<file path="src/rtl/lut_bank_pipe.sv">
// lut_bank_pipe: N_OUT run-time-loadable truth tables over N_IN inputs, evaluated
// on a valid/ready stream through a single registered output stage.
// Optional feature: define EVAL_CNT_EN to add a saturating 16-bit eval_cnt port
// that counts accepted inputs since reset.
module lut_bank_pipe #(
  parameter int unsigned N_IN  = 4,
  parameter int unsigned N_OUT = 13,
  parameter int unsigned AW    = 4
) (
  input  logic                    clk,
  input  logic                    rst_n,
  input  logic                    cfg_valid,
  output logic                    cfg_ready,
  input  logic [AW-1:0]           cfg_addr,
  input  logic [(2**N_IN)-1:0]    cfg_data,
  input  logic                    in_valid,
  output logic                    in_ready,
  input  logic [N_IN-1:0]         x,
  output logic                    out_valid,
  input  logic                    out_ready,
  output logic [N_OUT-1:0]        f,
  output logic [N_OUT-1:0]        loaded
`ifdef EVAL_CNT_EN
  ,
  output logic [15:0]             eval_cnt
`endif
);

  localparam int unsigned TD = 2**N_IN;

  logic [TD-1:0]    tables [N_OUT];
  logic             cfg_fire;
  logic             in_fire;
  logic [N_OUT-1:0] f_next;

  // Tables may change only while the output stage is empty; config beats input.
  assign cfg_ready = ~out_valid;
  assign cfg_fire  = cfg_valid & cfg_ready;
  assign in_ready  = (~out_valid | out_ready) & ~cfg_fire;
  assign in_fire   = in_valid & in_ready;

  // Look up every table at the presented input vector.
  always_comb begin
    f_next = '0;
    for (int i = 0; i < int'(N_OUT); i++) begin
      f_next[i] = tables[i][x];
    end
  end

  // Table storage and per-table loaded flags; out-of-range addresses are dropped.
  always_ff @(posedge clk) begin
    if (!rst_n) begin
      for (int i = 0; i < int'(N_OUT); i++) begin
        tables[i] <= '0;
      end
      loaded <= '0;
    end else if (cfg_fire) begin
      for (int i = 0; i < int'(N_OUT); i++) begin
        if (cfg_addr == AW'(i)) begin
          tables[i] <= cfg_data;
          loaded[i] <= 1'b1;
        end
      end
    end
  end

  // Output stage: full/empty flag plus held result, stable while stalled.
  always_ff @(posedge clk) begin
    if (!rst_n) begin
      out_valid <= 1'b0;
      f         <= '0;
    end else if (in_fire) begin
      out_valid <= 1'b1;
      f         <= f_next;
    end else if (out_ready) begin
      out_valid <= 1'b0;
    end
  end

`ifdef EVAL_CNT_EN
  // Saturating count of accepted inputs; unaffected by config writes.
  always_ff @(posedge clk) begin
    if (!rst_n) begin
      eval_cnt <= '0;
    end else if (in_fire && (eval_cnt != 16'hFFFF)) begin
      eval_cnt <= eval_cnt + 16'd1;
    end
  end
`endif

endmodule

</file>
<file path="config.mk">
export PLATFORM = sky130hd
export DESIGN_NAME = lut_bank_pipe
export DESIGN_NICKNAME = d
export VERILOG_FILES = /design/src/rtl/lut_bank_pipe.sv
export SDC_FILE = /design/constraint.sdc
export NUM_CORES = 1
export LEC_CHECK = 0
export CAP_MARGIN = 20
export CORE_ASPECT_RATIO = 0.7
export CORE_MARGIN = 2
export CORE_UTILIZATION = 40
export DETAILED_ROUTE_END_ITERATION = 10
export PLACE_DENSITY = 0.53
export SETUP_SLACK_MARGIN = 0.4
export SLEW_MARGIN = 25
export SYNTH_ARGS = -nofsm -noshare
export SYNTH_HDL_FRONTEND = slang
export SYNTH_SLANG_ARGS = --single-unit
</file>
<file path="constraint.sdc">
create_clock -name clk -period 5 [get_ports clk]
set_input_delay 0.75 -clock clk [delete_from_list [all_inputs] [get_ports clk]]
set_output_delay 0.75 -clock clk [all_outputs]
set_load 0.01 [all_outputs]
</file>
After elaboration in Yosys (flattened, before gate mapping)
Memories as Yosys holds them, arrays and structs flattened.
Cells that the tools add are included.
{"block": "word_totals", "ff_bits": 27, "mem_bits_rw": 208, "in_bits": 29, "out_inout_bits": 29, "n_memories": 1}
{"name": "tables", "depth": 13, "word_bits": 16, "rd": 13, "rd_ports_with_merged_regs": 0, "write_ports": 13, "line_no": "31", "source": "logic [TD-1:0] tables [N_OUT];"}
{"block": "op_classes", "order_cmp": 1, "eq_ne": 12, "mux": 94, "n_bitwise": 19, "n_reduce_logical": 15}
{"cell": "2-to-1 mux 16 bit", "n": 13}
{"cell": "2-to-1 mux 1 bit", "n": 68}
{"cell": "binary-select mux 1 bit (select 4 bit)", "n": 13}
{"cell": "AND reduction 2 bit", "n": 13}
{"cell": "== test 4 bit (second input constant)", "n": 5}
{"cell": "== test 4 x 3 -> 1 bit (second input constant)", "n": 4}
{"cell": "bitwise OR 1 bit", "n": 14}
{"cell": "== test 4 x 2 -> 1 bit (second input constant)", "n": 2}
{"cell": "< comparator 4 x 5 -> 1 bit (second input constant)", "n": 1}
{"cell": "== test 4 x 1 -> 1 bit (second input constant)", "n": 1}
{"cell": "logical NOT 4 bit", "n": 1}
{"cell": "AND 1 bit", "n": 3}
{"cell": "inverter 1 bit", "n": 2}
{"cell": "nonzero test 2 bit", "n": 1}

Longest topological paths before layout
{"block": "logic_depth", "depth_word": 6, "ltp_mapped": 7}

Least setup slack after synthesis
No wires, ideal clock.
{"block": "synth_path", "kind": "input port to flip-flop", "startpoint": "input port cfg_addr[3]", "endpoint": "memory tables[1][32] (netlist bit), enable pin", "arrival_ns": 2.364, "t_required_ns": 4.589, "path_slack_ns": 2.225, "stages": 3, "path_buffers": 1, "cell_sequence": "clkbuf_1 > nand3b_1 > o21ai_0"}
{"element": "from (decl)", "line_no": "14", "source": "input logic [AW-1:0] cfg_addr,"}
{"element": "to (decl)", "line_no": "31"}

Worst setup path after layout
{"block": "layout_path", "startpoint": "input port cfg_valid", "endpoint": "output port in_ready"}
{"block": "layout_via", "elab_chain_len": 3}
{"element": "from (decl)", "line_no": "12", "source": "input logic cfg_valid,"}
{"element": "AND 1 bit", "line_no": "38", "source": "assign cfg_fire = cfg_valid & cfg_ready;"}
{"element": "inverter 1 bit", "line_no": "39", "source": "assign in_ready = (~out_valid | out_ready) & ~cfg_fire;"}
{"element": "AND 1 bit", "line_no": "39"}
{"element": "to (decl)", "line_no": "17", "source": "output logic in_ready,"}
No other way between the ends.

==> key figures <==
Cells and area
  – Share of cells above drive strength 1: 13.4%
  – Commonest non-fill, non-tap cell in the layout: edfxtp_1
  – Layout Nets: 765
  – # diodes: 0
  – Most frequent cells in the layout: edfxtp_1, nor2_1, clkdlybuf4s50_1
  – Synthesis-to-finish area growth: 15.9%

Critical path
  – RR Startpoint: out_valid$_SDFFE_PN0P_
  – Worst setup path end: in_ready
  – Arrival time at the worst endpoint: 2.28 ns
  – Startpoint Class: input pin
  – Worst reg2reg path depth: 4
  – Reg-to-reg setup timing slack: 2.56 ns
  – Critical Path Start: cfg_valid
  – Worst Path Required: 4.25 ns
  – Critical path class: in -> out
  – Critical Path Sink Type: output port
  – Reg-to-Reg End: tables[0][3]$_SDFFCE_PN0P_
  – Maximum fanout along the worst path: 4

Global route
  – GR peak layer: met2
  – Total congestion overflow: 0
  – Initial antenna violation count: 0
  – Gr usage total: 19.6%
  – M2 GR Usage: 32.4%
  – Largest net degree at the start of global routing: 31
  – GR met1 Demand/Resource: 27.4%
  – Number of global-route vias before repair: 5,733
  – GR Util met3: 3.19%
  – First-pass GRT wire length: 36,400 µm

Drt
  – Routed vias: 5,738
  – Antenna Nets Post-Route: 0
  – Initial DRC count: 436
  – # DRC: 0
  – Drt total wl: 24,700 µm
  – Via-to-Cell Ratio: 5.32
  – Router iterations before antenna repair: 5
  – Wire per inst: 23.0 µm

Timing
  – Slew headroom: 33.3%
  – Period minus WS final: 3.03 ns
  – Count of pins over their slew limit: 0
  – Tightest Pin Transition: 0.997 ns
  – Final setup fails: 0
  – Final worst-path cycle share: 60.5%
  – Clock skew: 0.0119 ns
  – RSZ-0062 raised after global routing: false
  – Fin. Hold Viols: 0
  – Setup tns final: 0 ns
  – Maximum clock rate: 330 MHz
  – PnR worst setup slack: 1.97 ns

Placed design
  – Number of buffers added on ports: 57
  – DP HPWL: 14,900 µm
  – Placer congestion estimate: 0.776
  – Pre-CTS WS: 1.51 ns

Synthesis
  – Syn avg cell area: 14.2 µm²
  – Post-synthesis cell area: 0.00988 mm²
  – Synth unique cells: 32
  – Syn_nets: 725
  – Warnings from Yosys: 0
  – Part of the Yosys area used for sequential elements: 68.7%
  – Post-Syn Instances: 696
  – #FFs+latches synth: 235

Floorplan
  – Initial core utilization: 40.4%
  – Die Width: 192 µm
  – Die Y: 136 µm
  – Std cell rows: 48
  – # IOs: 58
  – Core Region: 0.0244 mm²
  – Die area: 0.0260 mm²

Pwr
  – Cell area power density: 381 mW/mm²
  – VDD IR max: 211 µV
  – LEAKAGE: 4.15 nW

Min path
  – Min-Delay Path Depth: 2
  – Class of the worst hold path: reg -> reg

Outcome
  – Status: finished clean

Clocking
  – Resized cells post-CTS: 0
  – Postcts setup bufs: 0
  – Clk sink count: 235
  – Clock-pin slew of the registers on the worst-case setup and hold paths: 0.06 ns
  – CTS tree: built
  – # H-tree levels: 1
  – TritonCTS Buffers: 24
  – Root Buffer: clkbuf_16
  – Clock insertion delay at the later pin of the skew report: 0.51 ns
  – CTS Hold Bufs: 0
  – Clock Path Buffers: 3

Job
  – Max_cap viols: 0
power by group:
part / switching, mW / total, mW / internal (mW) / leakage, nW
sequential: 0.0288 / 2.25 / 2.23 / 2.40
combinational: 0.202 / 0.326 / 0.125 / 1.35
clock: 0.721 / 1.79 / 1.07 / 0.394
metrics by stage:
step                      instance area, µm²  utilization [%]  std cells  hold WS, ns  total power, mW
final                                  11500             46.8       1078        0.462             4.37
after global routing                   11500             46.8       1078        0.499             4.51
after CTS                              11500             46.8       1078        0.467             4.41
after detailed placement               10700             43.6       1035        0.457             2.62
after global placement                 10700             43.6       1035        0.457             2.61
after floorplan                         9880                -        696        0.479             2.48
worst min-delay path by stage:
stage / startpoint / to / slack [ns]
floorplan: loaded[12]$_SDFFE_PN0P_ / loaded[12]$_SDFFE_PN0P_ / 0.48
global placement: loaded[3]$_SDFFE_PN0P_ / loaded[3]$_SDFFE_PN0P_ / 0.46
detailed placement: loaded[9]$_SDFFE_PN0P_ / loaded[9]$_SDFFE_PN0P_ / 0.46
CTS: loaded[9]$_SDFFE_PN0P_ / loaded[9]$_SDFFE_PN0P_ / 0.47
global route: loaded[3]$_SDFFE_PN0P_ / loaded[3]$_SDFFE_PN0P_ / 0.50
finish: loaded[9]$_SDFFE_PN0P_ / loaded[9]$_SDFFE_PN0P_ / 0.46
flip-flops by register name, summed over array words and instances (netlist names):
| name | flops |
|---|---|
| tables | 208 |
| out_valid | 1 |
| f | 13 |
| loaded | 13 |
worst max-delay path: stages:
cell and delay [ns]:
clkdlybuf4s50_1 0.48, nor2b_2 0.23, a21oi_1 0.22, clkdlybuf4s50_1 0.59
cells by family after synthesis:
family	Yosys count	synth area share [%]
DFF	235	68.7
and+or+nand+nor	242	10.5
muxes	78	12.8
AOI/OAI and AO/OA	46	3.58
buffers and inverters	95	4.37
cell usage after synthesis, drive strengths merged:
cell / n / area share [%]
a22oi: 13 / 0.99
buf: 28 / 1.8
nand2: 34 / 1.4
nand2b: 16 / 1.1
inv: 42 / 1.6
edfxtp: 208 / 63
a21bo: 1 / 0.10
nor2: 165 / 6.3
mux4: 39 / 8.9
a211oi: 1 / 0.076
nor3b: 1 / 0.19
a21oi: 1 / 0.051
nor2b: 4 / 0.28
nand4: 2 / 0.13
o21a: 2 / 0.15
o221ai: 13 / 1.2
nor3: 1 / 0.10
nand3b: 2 / 0.15
dfxtp: 27 / 5.5
nand3: 17 / 0.96
clkbuf: 25 / 0.95
o21ai: 3 / 0.15
a21boi: 12 / 0.91
mux2i: 39 / 4.0
layer usage:
layer / vias up / wire (µm)
li1: 2588 / -
met1: 2958 / 11200
met2: 154 / 11800
met3: 38 / 1260
met4: 0 / 491
met5: - / 0
area by class of cell:
type	instances	area (µm²)
clock buffer	37	741
clock inverter	6	57.6
fill	2157	13000
inverter	42	158
multi-input combinational	366	2670
sequential	235	6790
tap	325	407
timing repair buffer	67	633
(Power assumes the default switching activity.)
